==> src/rtl/alu_seq.sv <==
// Two-byte-instruction sequencer that fetches opcode/operand bytes from memory
// and drives an external combinational ALU, writing the result into ACC.
module alu_seq (
   input  logic       clk_in,
   input  logic       rst_in,
   input  logic       start_in,
   output logic       mem_req_out,
   output logic [7:0] mem_addr_out,
   input  logic       mem_ack_in,
   input  logic [7:0] mem_data_in,
   output logic [2:0] unit_sel_out,
   output logic       op_sel_out,
   output logic [7:0] acc_out,
   output logic [7:0] src_out,
   input  logic [7:0] alu_res_in,
   output logic       busy_out,
   output logic       halted_out
);

   typedef enum logic [2:0] {
      IDLE,
      FETCH_OP,
      FETCH_ARG,
      EXEC,
      HALT
   } state_t;

   state_t     state;
   state_t     next_state;
   logic [7:0] pc;
   logic [7:0] acc;
   logic [3:0] ir;
   logic [7:0] src;
   logic       fetch_done;

   always_ff @(posedge clk_in) begin
      if (rst_in) begin
         state <= IDLE;
      end else begin
         state <= next_state;
      end
   end

   always_comb begin
      next_state  = state;
      mem_req_out = 1'b0;
      busy_out    = 1'b0;
      halted_out  = 1'b0;
      fetch_done  = 1'b0;
      case (state)
         IDLE: begin
            if (start_in) next_state = FETCH_OP;
         end
         FETCH_OP: begin
            mem_req_out = 1'b1;
            busy_out    = 1'b1;
            fetch_done  = mem_ack_in;
            if (mem_ack_in) begin
               next_state = (mem_data_in[7:4] == 4'b1111) ? HALT : FETCH_ARG;
            end
         end
         FETCH_ARG: begin
            mem_req_out = 1'b1;
            busy_out    = 1'b1;
            fetch_done  = mem_ack_in;
            if (mem_ack_in) next_state = EXEC;
         end
         EXEC: begin
            busy_out   = 1'b1;
            next_state = FETCH_OP;
         end
         HALT: begin
            halted_out = 1'b1;
            if (start_in) next_state = FETCH_OP;
         end
         default: next_state = IDLE;
      endcase
   end

   // Only the upper nibble of the opcode is ever decoded, so only it is kept.
   always_ff @(posedge clk_in) begin
      if (rst_in) begin
         pc  <= 8'h00;
         acc <= 8'h00;
         ir  <= 4'h0;
         src <= 8'h00;
      end else begin
         case (state)
            IDLE, HALT: begin
               if (start_in) begin
                  pc  <= 8'h00;
                  acc <= 8'h00;
               end
            end
            FETCH_OP: begin
               if (fetch_done) begin
                  ir <= mem_data_in[7:4];
                  pc <= pc + 8'd1;
               end
            end
            FETCH_ARG: begin
               if (fetch_done) begin
                  src <= mem_data_in;
                  pc  <= pc + 8'd1;
               end
            end
            EXEC: begin
               if (ir[3:1] != 3'b111) begin
                  acc <= alu_res_in;
               end else if (!ir[0] && (acc != 8'h00)) begin
                  pc <= src;
               end
            end
            default: ;
         endcase
      end
   end

   assign mem_addr_out = pc;
   assign unit_sel_out = ir[3:1];
   assign op_sel_out   = ir[0];
   assign acc_out      = acc;
   assign src_out      = src;

endmodule

==> config.mk <==
export PLATFORM = sky130hd
export DESIGN_NAME = alu_seq
export DESIGN_NICKNAME = d
export VERILOG_FILES = /design/src/rtl/alu_seq.sv
export SDC_FILE = /design/constraint.sdc
export NUM_CORES = 1
export LEC_CHECK = 0
export BUFFER_PORTS_ARGS = -buffer_cell sky130_fd_sc_hd__buf_2
export CORE_MARGIN = 10
export CORE_UTILIZATION = 50
export CTS_CLUSTER_SIZE = 30
export DETAILED_ROUTE_END_ITERATION = 8
export PLACE_DENSITY_LB_ADDON = 0.08
export SLEW_MARGIN = 20
export SYNTH_ARGS = -nofsm -noshare
export SYNTH_HDL_FRONTEND = slang
export SYNTH_SLANG_ARGS = --single-unit
==> constraint.sdc <==
create_clock -name clk_in -period 2 [get_ports clk_in]
set_input_delay 0.1 -clock clk_in [delete_from_list [all_inputs] [get_ports clk_in]]
set_output_delay 0.1 -clock clk_in [all_outputs]
set_load 0.1 [all_outputs]
==> metrics.txt, run 1 <==
Routed Antenna Nets 0; pin count of the biggest net entering global routing 35; Die ar. slightly below 6000 µm²; status finished clean; worst slew pin tran ~0.58 ns; Slew Viols, Final 0; Arrival @ worst endpoint around 1.8 ns; H-tree depth 2; YS warnings 0; area of the mapped netlist about 1600 µm²; Clk Latency, worst-skew pair 0.33 ns; # DRC 0; most frequent cells in the layout buf_2 (50), mux2i_1 (20), nor2_1 (16), dfxtp_1 (16), dfxtp_2 (15); crit share post-route around 94%; initial drt markers between 90 and 100; drt first pass iters 6; area occupied by multi-input gates ~880 µm²; final hold vios 0; CP peak stage delay 0.59 ns; routed len/inst 15.0 µm; vias per cell around 5.3; proportion of power drawn by combinational gates between 20% and 30%; Core ar. just over 3000 µm²; commonest non-fill, non-tap cell in the layout buf_2; switch share 34.3%; crit-path cells xnor2_1 -> nor2_1 -> buf_2; vias post-DR between 1000 and 1500; # diodes 0; final clock skew 0.0114 ns; Max-cap violations 0; #FFs+latches synth 31; area delta synth->final 22.2%; worst path required time 1.90 ns; Async S/R FF share, synth 0%; CTS buffer count 5; WP buf/inv 1; final wirelength about 4100 µm; Die H approximately 76 µm; cts hold-fix bufs 0; synthesized instance count roughly 180; crit path launch type flip-flop; global-route wire length before repair ~6700 µm; Clk pwr share 28.4%; internal power between 800 and 900 µW; Post-DP Area between 1500 and 2000 µm²; min cycle time layout 1.88 ns; pre-CTS WS approximately 0.27 ns; sequential cell area about 640 µm²; pwr dens around 670 nW/µm²; Clock Root Buffer clkbuf_4; Clock Sinks 31; post-synth cell types 36; Max Clock Freq about 0.53 GHz; Main synth FF type dfxtp_1; layout cells sized above 1 between 30% and 40%; final instance area about 1900 µm²; Leak Pwr between 0.0008 and 0.0009 µW; Slew Limit Headroom between 60% and 70%; CTS tree yes; nets about 250; Avg Cell Area, Syn just under 9 µm²; post-cts sizing count 0; CTS clock-pin slew for the worst setup and hold paths approximately 0.11 ns; Mapped Nets ~200; Final WS setup ~0.12 ns; postcts setup bufs 0; crit path kind reg2out; Core Rows 20; EDFF count, synth 0; Top Ports approximately 50; clock buffer depth 2; Max rail drop VDD 0.000521 V; post-DP HPWL approximately 3200 µm; RePlAce Congestion between 0.8 and 0.9; initial antenna violation count 0; vias in the first global route around 1500; Hold WC Path Type in2reg; RSZ-0062 raised after global routing false; R2R setup slack between 0.2 and 0.25 ns; largest fanout on the critical path 12; Filler cells between 200 and 300; CP max-delay cell dfxtp_1; Reg power frac between 50% and 60%; Top delay family on crit path flip-flops; Port Buf Inserts 50; Final setup viols 0; Total Routing Usage GR 13.8%; Initial Util 51.9%; Worst setup EP type output port; Net Sw Power roughly 440 µW; register area share after synthesis between 30% and 40%; total grt overflow 0; die span in x approximately 76 µm
[cell type report]
| class | instances | share of cell area (%) |
|---|---|---|
| clock inverter | 3 | 1.04 |
| timing repair buffer | 55 | 15.0 |
| multi-input combinational | 133 | 45.8 |
| tap | 44 | 2.87 |
| clock buffer | 5 | 1.96 |
| sequential | 31 | 33.3 |
[per-stage QoR]
step	total power, µW	instances	TNS (ns)	hold slack (ns)	utilization (%)
after CTS	1290	271	0	0.000680	63.4
after floorplan	877	176	-0.158	0.247	-
after global placement	925	263	0	0.340	61.5
final	1280	271	0	0.00942	63.4
after detailed placement	931	263	0	0.350	61.5
after global routing	1340	271	0	0.00252	63.4
[worst paths after layout]
check,start,to,cells past startpoint
setup / recovery,state[1]$_SDFFE_PP0P_,mem_req_out,3
hold / removal,mem_data_in[2],src_out[2]$_SDFFE_PP0P_,3
setup reg to reg,state[1]$_SDFFE_PP0P_,mem_addr_out[4]$_SDFFE_PP0P_,4
hold reg to reg,acc_out[3]$_SDFFE_PP0P_,acc_out[3]$_SDFFE_PP0P_,2
[logic make-up (layout without fill, tap and decap cells)]
kind of cell,Yosys count,in the layout,synth area share (%)
AOI/OAI and AO/OA,31,31,12.7
xor gates and xnor gates,4,4,2.23
adders and majority gates,1,1,0.797
buffers and inverters,12,63,4.46
DFF,31,31,39.5
muxes,21,21,13.7
and+or+nand+nor,76,76,26.6
[state kept, by name, indices dropped and copies added (netlist names)]
name          cells
state             3
src_out           8
ir                4
mem_addr_out      8
acc_out           8
[power groups by stage]
stage                     sequential, µW  combinational, µW  clock, µW
after detailed placement             660                271          0
final                                646                269        363
after global placement               659                266          0
after CTS                            646                270        376
after global routing                 649                285        404
after floorplan                      711                166          0
[Yosys cell counts, types with 3 or more instances]
master	n	share of area [%]
a21oi_1	11	3.5
and2_1	4	1.6
and3b_1	3	1.7
buf_6	3	2.2
clkbuf_1	7	1.7
dfxtp_1	31	40
mux2i_1	20	13
nand2_1	14	3.3
nand2b_1	7	2.8
nand3_1	4	1.3
nand3b_1	8	3.8
nor2_1	16	3.8
nor3_1	6	1.9
nor4_1	3	1.2
o21ai_0	6	1.9
o31ai_1	3	1.4
xnor2_1	4	2.2
[per-layer routing]
layer | vias up | global-route usage [%] | wire (µm)
met5 | - | 0 | 0
met4 | 0 | 4.92 | 44
met3 | 7 | 4.36 | 203
met2 | 40 | 24.7 | 2090
met1 | 667 | 14.7 | 1730
li1 | 728 | - | -
[worst reg2reg max path: cells and delay by family (launching register included)]
kind | cells | cell delay (ns)
mux | 1 | 0.20
flops | 1 | 0.59
compound gates | 1 | 0.25
buf+inv | 1 | 0.20
simple gates | 1 | 0.46
Note: power is estimated with default switching activity, not from simulation.
==> run 2: changes to the inputs <==
- RECOVER_POWER: unset -> 100
- TNS_END_PERCENT: unset -> 20
==> run 2 against run 1 <==
  * Sequential cell count is the same
  * Via count decreased by 0.28%
  * Wire length about the same
  * Worst hold slack worse by 0.0018 ns
  * Highest routed layer unchanged
  * Power down 0.33%
  * Largest power group unchanged
  * Cell count is the same
  * Clock skew about the same
  * Global-route usage unchanged
==> metrics.txt, run 2 (same netlist as run 1, synthesis figures left out) <==
status finished clean; Slew Limit Headroom 20.8%; final wirelength 4070 µm; Max rail drop VDD 0.000515 V; Worst setup EP type output port; fin util 61.9%; layout cells sized above 1 between 20% and 30%; switch share 34.5%; Critical R2R Capture ir[3]$_SDFFE_PP0P_; routed len/inst ~15 µm; pwr dens 680 nW/µm²; Routed Antenna Nets 0; initial drt markers 83; sequential cell area approximately 640 µm²; Net Sw Power about 440 µW; proportion of power drawn by combinational gates roughly 21%; postcts setup bufs 0; Clock Root Buffer clkbuf_4; Hold WC Path Type in2reg; reg2reg path depth 4; largest fanout on the critical path 12; Core ar. between 3000 and 4000 µm²; worst setup path start state[1]$_SDFFE_PP0P_; Arrival @ worst endpoint ~1.8 ns; CTS tree yes; CTS buffer count 5; internal power ~840 µW; pin count of the biggest net entering global routing 35; Core Rows 20; RSZ-0062 raised after global routing false; crit path launch type flip-flop; vias per cell 5.31; area delta synth->final 19.4%; Final setup viols 0; Reg power frac slightly above 50%; # DRC 0; WP buf/inv 1; RePlAce Congestion ~0.85; CP endpoint mem_req_out; Total Routing Usage GR between 10% and 20%; Pwr Total about 1300 µW; initial antenna violation count 0; vias post-DR between 1000 and 1500; CP max-delay cell dfxtp_1; Clock Sinks 31; Port Buf Inserts 50; Top Ports just over 50; Max-cap violations 0; H-tree depth 2; R2R setup slack 0.16 ns; Clk pwr share about 29%; worst slew pin tran ~1.2 ns; Die ar. ~5800 µm²; Max Clock Freq between 0.5 and 0.6 GHz; hold path cells 3; Slew Viols, Final 0; commonest non-fill, non-tap cell in the layout clkbuf_1; CP peak stage delay about 0.57 ns; area occupied by multi-input gates about 870 µm²; min cycle time layout 1.88 ns; most frequent cells in the layout clkbuf_1 (25), mux2i_1 (20), buf_2 (20); clock buffer depth 2; Crit path depth 3; final hold vios 0; post-cts sizing count 0; Leak Pwr 0.000687 µW; vias in the first global route roughly 1500; Initial Util 51.9%; cts hold-fix bufs 0; crit-path cells xnor2_1 -> nor2_1 -> buf_2; global-route wire length before repair slightly below 7000 µm; final clock skew 0.0111 ns; Die H between 70 and 80 µm; Clk Latency, worst-skew pair 0.33 ns; crit share post-route roughly 94%; worst path required time roughly 1.9 ns; crit path kind reg2out; CTS clock-pin slew for the worst setup and hold paths 0.11 ns; Top delay family on crit path flip-flops; drt first pass iters 4; die span in x 76.0 µm; Filler cells approximately 300; total grt overflow 0; post-DP HPWL 3150 µm; # diodes 0; nets 247; reg2reg start state[0]$_SDFFE_PP0P_
==> run 2: cell types whose count changed in the layout (fill, tap and decap cells not counted) <==
cell and change:
buf_2 -30, clkbuf_1 +25, clkbuf_2 +5, buf_1 +1, buf_4 -1, mux2_1 +1, mux2_4 -1, nor3_1 +1
nor3_2 -1
==> run 2: how the worst min path moves through the flow <==
stage / from / to / slack, ns
after detailed placement: mem_data_in[2] / src_out[2]$_SDFFE_PP0P_ / 0.35
after global placement: mem_data_in[3] / src_out[3]$_SDFFE_PP0P_ / 0.34
after CTS: mem_data_in[2] / src_out[2]$_SDFFE_PP0P_ / 0.0007
after floorplan: mem_data_in[5] / ir[1]$_SDFFE_PP0P_ / 0.25
after global routing: mem_data_in[2] / src_out[2]$_SDFFE_PP0P_ / 0.003
final: mem_data_in[2] / src_out[2]$_SDFFE_PP0P_ / 0.008
==> run 2: final cells by class <==
| class | instances | area share [%] |
|---|---|---|
| clock buffer | 5 | 2.00 |
| clock inverter | 3 | 1.07 |
| multi-input combinational | 133 | 46.4 |
| sequential | 31 | 34.1 |
| tap | 44 | 2.94 |
| timing repair buffer | 55 | 13.5 |
==> run 2: layer usage <==
| layer | routed length, µm | share of wire (%) | GRT usage, % |
|---|---|---|---|
| met5 | 0 | 0 | 0 |
| met4 | 48 | 1.2 | 4.92 |
| met3 | 195 | 4.8 | 4.36 |
| met2 | 2080 | 51 | 24.7 |
| met1 | 1750 | 43 | 14.7 |
==> run 2: through the flow <==
stage                     hold slack [ns]  instances  setup TNS (ns)  cell area [µm²]  setup WS (ns)
after floorplan                     0.247        176          -0.158             1590        -0.0537
after global placement              0.340        263               0             1860          0.338
after detailed placement            0.350        263               0             1860          0.268
after CTS                        0.000680        271               0             1920          0.119
after global routing              0.00252        271               0             1880         0.0258
final                             0.00766        271               0             1880          0.125
==> run 2: worst register-to-register path: stages, from the launching register on <==
cell	delay [ns]
dfxtp_1	0.55
nand2_1	0.19
nor3_1	0.65
mux2i_1	0.26
nor2_1	0.05
==> run 2: power by group through the flow <==
stage	Clock [µW]	Combinational [µW]	Sequential, µW
2_1_floorplan	0	166	711
3_3_place_gp	0	266	659
3_5_place_dp	0	271	660
4_1_cts	376	270	646
5_1_grt	404	280	649
6_report	364	264	646
